[config.mk]
export PLATFORM = sky130hd
export DESIGN_NAME = n1_sbus_arb
export DESIGN_NICKNAME = d
export VERILOG_FILES = /design/src/rtl/n1_sbus_arb.sv
export SDC_FILE = /design/constraint.sdc
export NUM_CORES = 1
export LEC_CHECK = 0
export BUFFER_PORTS_ARGS = -buffer_cell sky130_fd_sc_hd__buf_2
export CORE_ASPECT_RATIO = 0.7
export CORE_MARGIN = 2
export CORE_UTILIZATION = 30
export CTS_CLUSTER_SIZE = 30
export DETAILED_ROUTE_END_ITERATION = 10
export GPL_ROUTABILITY_DRIVEN = 1
export PLACE_DENSITY = 0.93
export SLEW_MARGIN = 20
export SYNTH_ARGS = -nofsm -noshare
export SYNTH_HDL_FRONTEND = slang
export SYNTH_SLANG_ARGS = --single-unit
[constraint.sdc]
create_clock -name clk_i -period 2.7 [get_ports clk_i]
set_input_delay 0.54 -clock clk_i [delete_from_list [all_inputs] [get_ports clk_i]]
set_output_delay 0.54 -clock clk_i [all_outputs]
set_load 0.02 [all_outputs]
[src/rtl/n1_sbus_arb.sv]
// n1_sbus_arb -- stack bus arbiter for the N1 processor.
//
// Shares the single pipelined Wishbone stack bus (sbus) between the
// intermediate parameter stack (PS) and the intermediate return stack (RS).
// Ownership is granted for a whole bus cycle (cyc high) with no preemption.
// Once granted, all paths between the owner and the sbus are purely
// combinational; only the owner select and the fairness flag are registered.
//
// Ports:
//   clk_i, sync_rst_i              clock, synchronous active-high reset
//   ps_{cyc,stb,we,adr,dat}_i      PS initiator request
//   ps_{ack,err,rty,stall}_o       PS target responses
//   ps_dat_o                       PS read data (sbus_dat_i forwarded)
//   rs_*                           RS initiator, same meaning as PS
//   sbus_{cyc,stb,we,adr,dat}_o    shared bus initiator signals
//   sbus_tga_{ps,rs}_o             owner tags
//   sbus_{ack,err,rty,stall,dat}_i shared target responses / read data
//   prb_sarb_state_o               FSM state probe (the state register)
module n1_sbus_arb #(
  parameter int SP_WIDTH = 12
) (
  input  logic                clk_i,
  input  logic                sync_rst_i,
  // PS initiator
  input  logic                ps_cyc_i,
  input  logic                ps_stb_i,
  input  logic                ps_we_i,
  input  logic [SP_WIDTH-1:0] ps_adr_i,
  input  logic [15:0]         ps_dat_i,
  output logic                ps_ack_o,
  output logic                ps_err_o,
  output logic                ps_rty_o,
  output logic                ps_stall_o,
  output logic [15:0]         ps_dat_o,
  // RS initiator
  input  logic                rs_cyc_i,
  input  logic                rs_stb_i,
  input  logic                rs_we_i,
  input  logic [SP_WIDTH-1:0] rs_adr_i,
  input  logic [15:0]         rs_dat_i,
  output logic                rs_ack_o,
  output logic                rs_err_o,
  output logic                rs_rty_o,
  output logic                rs_stall_o,
  output logic [15:0]         rs_dat_o,
  // shared stack bus
  output logic                sbus_cyc_o,
  output logic                sbus_stb_o,
  output logic                sbus_we_o,
  output logic [SP_WIDTH-1:0] sbus_adr_o,
  output logic [15:0]         sbus_dat_o,
  output logic                sbus_tga_ps_o,
  output logic                sbus_tga_rs_o,
  input  logic                sbus_ack_i,
  input  logic                sbus_err_i,
  input  logic                sbus_rty_i,
  input  logic                sbus_stall_i,
  input  logic [15:0]         sbus_dat_i,
  // probe
  output logic [1:0]          prb_sarb_state_o
);

  typedef enum logic [1:0] {
    ST_IDLE = 2'b00,
    ST_PS   = 2'b01,
    ST_RS   = 2'b10
  } state_t;

  state_t state_q, state_d;
  logic   last_rs_q, last_rs_d;

  // Next-state logic. An owner keeps the bus while its cyc is high; on
  // release the other requester is preferred, otherwise the bus goes idle
  // (the releasing owner cannot re-request in the same cycle).
  always_comb begin
    state_d   = state_q;
    last_rs_d = last_rs_q;
    case (state_q)
      ST_PS: begin
        if (!ps_cyc_i) begin
          if (rs_cyc_i) begin
            state_d   = ST_RS;
            last_rs_d = 1'b1;
          end else begin
            state_d = ST_IDLE;
          end
        end
      end
      ST_RS: begin
        if (!rs_cyc_i) begin
          if (ps_cyc_i) begin
            state_d   = ST_PS;
            last_rs_d = 1'b0;
          end else begin
            state_d = ST_IDLE;
          end
        end
      end
      default: begin
        // IDLE (and the unreachable 2'b11 encoding). On a tie PS wins
        // while last_rs is clear, so PS goes first out of reset.
        if (ps_cyc_i && (!rs_cyc_i || !last_rs_q)) begin
          state_d   = ST_PS;
          last_rs_d = 1'b0;
        end else if (rs_cyc_i) begin
          state_d   = ST_RS;
          last_rs_d = 1'b1;
        end
      end
    endcase
  end

  always_ff @(posedge clk_i) begin
    if (sync_rst_i) begin
      state_q   <= ST_IDLE;
      last_rs_q <= 1'b0;
    end else begin
      state_q   <= state_d;
      last_rs_q <= last_rs_d;
    end
  end

  // Bus multiplexing. Defaults are the idle values: nothing on the sbus
  // and both initiators stalled with no responses.
  always_comb begin
    sbus_cyc_o    = 1'b0;
    sbus_stb_o    = 1'b0;
    sbus_we_o     = 1'b0;
    sbus_adr_o    = '0;
    sbus_dat_o    = '0;
    sbus_tga_ps_o = 1'b0;
    sbus_tga_rs_o = 1'b0;
    ps_ack_o      = 1'b0;
    ps_err_o      = 1'b0;
    ps_rty_o      = 1'b0;
    ps_stall_o    = 1'b1;
    rs_ack_o      = 1'b0;
    rs_err_o      = 1'b0;
    rs_rty_o      = 1'b0;
    rs_stall_o    = 1'b1;
    case (state_q)
      ST_PS: begin
        sbus_cyc_o    = ps_cyc_i;
        // stb is qualified by cyc so a dangling strobe never reaches the bus
        sbus_stb_o    = ps_cyc_i & ps_stb_i;
        sbus_we_o     = ps_we_i;
        sbus_adr_o    = ps_adr_i;
        sbus_dat_o    = ps_dat_i;
        sbus_tga_ps_o = 1'b1;
        ps_ack_o      = sbus_ack_i;
        ps_err_o      = sbus_err_i;
        ps_rty_o      = sbus_rty_i;
        ps_stall_o    = sbus_stall_i;
      end
      ST_RS: begin
        sbus_cyc_o    = rs_cyc_i;
        sbus_stb_o    = rs_cyc_i & rs_stb_i;
        sbus_we_o     = rs_we_i;
        sbus_adr_o    = rs_adr_i;
        sbus_dat_o    = rs_dat_i;
        sbus_tga_rs_o = 1'b1;
        rs_ack_o      = sbus_ack_i;
        rs_err_o      = sbus_err_i;
        rs_rty_o      = sbus_rty_i;
        rs_stall_o    = sbus_stall_i;
      end
      default: ;
    endcase
  end

  // Read data goes to both stacks unchanged; only the owner gets an ack.
  assign ps_dat_o         = sbus_dat_i;
  assign rs_dat_o         = sbus_dat_i;
  assign prb_sarb_state_o = state_q;

endmodule

==> summary.md <==
| Metric | Value |
|---|---|
| Wire length per cell | 13.3 um |
| Clock power frac | 17.0% |
| Hold buffer count at CTS | 0 |
| Final Hold Vio Count | 0 |
| Gate count after technology mapping | 144 |
| Sw frac | 52.0% |
| Worst Skew | roughly 0.56 ps |
| Sequential share of power | under 10% |
| Area Growth Syn to Fin | 37.0% |
| Vias in the first global route | ~1100 |
| Sequential area share after synthesis | 6.22% |
| RSZ-0062 raised after global routing | no |
| Gate power share | ~75% |
| DR pass1 iterations | 4 |
| I/O Buffers | 110 |
| Root Driver | clkbuf_8 |
| FFs w/ async S/R, synth | 0% |
| Final setup TNS | 0 ps |
| Static leakage | 0.728 nW |
| Worst-path clk slew | roughly 30 ps |
| Die W | 71.8 um |
| Pint | between 0.3 and 0.4 mW |
| Synthesized area per cell | 6.71 um2 |
| Row count | 17 |
| Worst Hold Class | input port to flop |
| Slew at the pin closest to its max-slew limit | 554 ps |
| Initial DRC Count | 61 |
| Post-CTS sizing | 0 |
| Crit path DAT | 1710 ps |
| CTS tree | built |
| Fmax | 444 MHz |
| Largest net degree at the start of global routing | 30 |
| Ports | 159 |
| Post-Syn Area | around 970 um2 |
| Count of cell types in the netlist | 26 |
| Placed cell count | between 200 and 300 |
| Total number of vias | 1297 |
| Via density | roughly 5 |
| Seq cells post-synth | 3 |
| WS Path Type | flop to output pin |
| # nets final | 305 |
| Clock sinks | 3 |
| Critical Path Start Type | flop |
| Max cap viols | 0 |
| Gpl congestion | 0.828 |
| Final setup violation count | 0 |
| N_diodes | 0 |
| Slew Limit Fails | 0 |
| Die Ht | 51.5 um |
| Syn Nets | 232 |
| Hpwl dp | 2670 um |
| DRT Wirelength | 3370 um |
| CTS Buf Count | 3 |
| Final worst-path cycle share | 83.5% |
| Worst-Skew Late Latency | 210 ps |
| Finished Layout Cells | approximately 250 |
| Peak supply drop | 0.000443 V |
| CTS max path bufs | 2 |
| Main flop type after synthesis | dfxtp_1 |
| Crit Path Max Fanout | 29 |
| Area of the core | a little over 3000 um2 |
| ANT nets after route | 0 |
| Min Tclk post-route | 2250 ps |
| Initial core utilization | between 30% and 40% |
| DRC Markers | 0 |
| Post-synth EDFFs | 0 |
| Worst Path Required | 2160 ps |
| Most frequent cells in the layout | 110 x buf_2, 30 x nor2_1, 29 x a22oi_1 |
| Htree depth | 1 |
| Tot GR Track Use | 16.7% |
| Critical path endpoint category | output pin |
| Post-CTS Setup Bufs | 0 |
| Commonest non-fill, non-tap cell in the layout | buf_2 |
| Relative slew slack | 63.1% |
| Switching pwr | 0.398 mW |
| Share of cells above drive strength 1 | roughly 56% |
| Outcome | complete, no violations |
| First-pass GRT wire length | roughly 5000 um |
| Global route overflow | 0 |
| Warnings from Yosys | 0 |
| P per Cell Area | 578 nW/um2 |
| Die area | 3700 um2 |
| Initial antenna violation count | 0 |
==> worst max-delay path, stage by stage, from the launching register on <==
cell and delay (ps):
dfxtp_1 330, inv_1 120, ha_2 550, a22oi_1 170, nor2_1 130, buf_2 180
==> registers in the layout, indices dropped and copies added, names as in the netlist <==
| signal | flops |
|---|---|
| prb_sarb_state_o | 2 |
| last_rs_q | 1 |
==> power groups by stage <==
stage          registers (mW)  clock network [mW]  logic [mW]
2_1_floorplan          0.0708                   0       0.453
3_3_place_gp           0.0630                   0       0.558
3_5_place_dp           0.0652                   0       0.564
4_1_cts                0.0642               0.134       0.566
5_1_grt                0.0665               0.137       0.624
6_report               0.0652               0.130       0.570
==> layer usage <==
| metal | vias up | part of all wire, % | track usage [%] |
|---|---|---|---|
| met1 | 580 | 42 | 21.9 |
| li1 | 616 | - | - |
| met3 | 10 | 11 | 4.54 |
| met4 | 0 | 1.0 | 5.66 |
| met2 | 91 | 46 | 26.4 |
| met5 | - | 0 | 0 |
==> path summary, 6_finish.rpt <==
| kind | start | depth (start not counted) | endpoint | slack (ps) |
|---|---|---|---|---|
| worst max-delay path | prb_sarb_state_o[0]$_SDFFE_PP0P_ | 5 | sbus_adr_o[5] | 450 |
| worst min-delay path | sync_rst_i | 2 | prb_sarb_state_o[0]$_SDFFE_PP0P_ | 530 |
| worst max register to register | prb_sarb_state_o[0]$_SDFFE_PP0P_ | 6 | last_rs_q$_SDFFE_PP0P_ | 950 |
| worst min register to register | prb_sarb_state_o[1]$_SDFFE_PP0P_ | 2 | prb_sarb_state_o[1]$_SDFFE_PP0P_ | 550 |
==> kinds of logic (layout without fill, tap and decap cells) <==
logic type / Yosys count / after routing / share of synthesized area, %
buf+inv: 49 / 121 / 34.1
fa+ha+maj: 4 / 4 / 5.18
flops: 3 / 3 / 6.22
compound gates: 41 / 41 / 31.7
simple gates: 47 / 47 / 22.8
==> cells in the mapped netlist, types with 2 or more instances <==
cell type	n	area share (%)
a21oi_1	2	1.0
a22oi_1	29	23
and2_1	6	3.9
buf_2	8	4.1
buf_4	34	26
clkbuf_1	3	1.2
dfxtp_1	3	6.2
ha_1	4	5.2
inv_1	3	1.2
nand2b_1	3	1.9
nand3_1	3	1.6
nor2_1	30	12
o21ai_0	2	1.0
or3b_1	2	1.8
==> layout make-up <==
cell class	count	area [um2]
clock buffer	4	45.0
fill	323	1780
inverter	3	11.3
multi-input combinational	92	579
sequential	3	60.1
tap	38	47.5
timing repair buffer	114	581
==> through the flow <==
step                      cell area [um2]  hold slack, ps  setup WS [ps]  util, %  power (mW)
final                                1320             526            446     42.6       0.765
after global routing                 1320             526            296     42.6       0.827
after CTS                            1320             519           92.7     42.5       0.764
after detailed placement             1280             554            311     41.1       0.630
after global placement               1280             517            402     41.1       0.621
after floorplan                       966             506            556        -       0.524
Power figures use the tool's default switching activity.
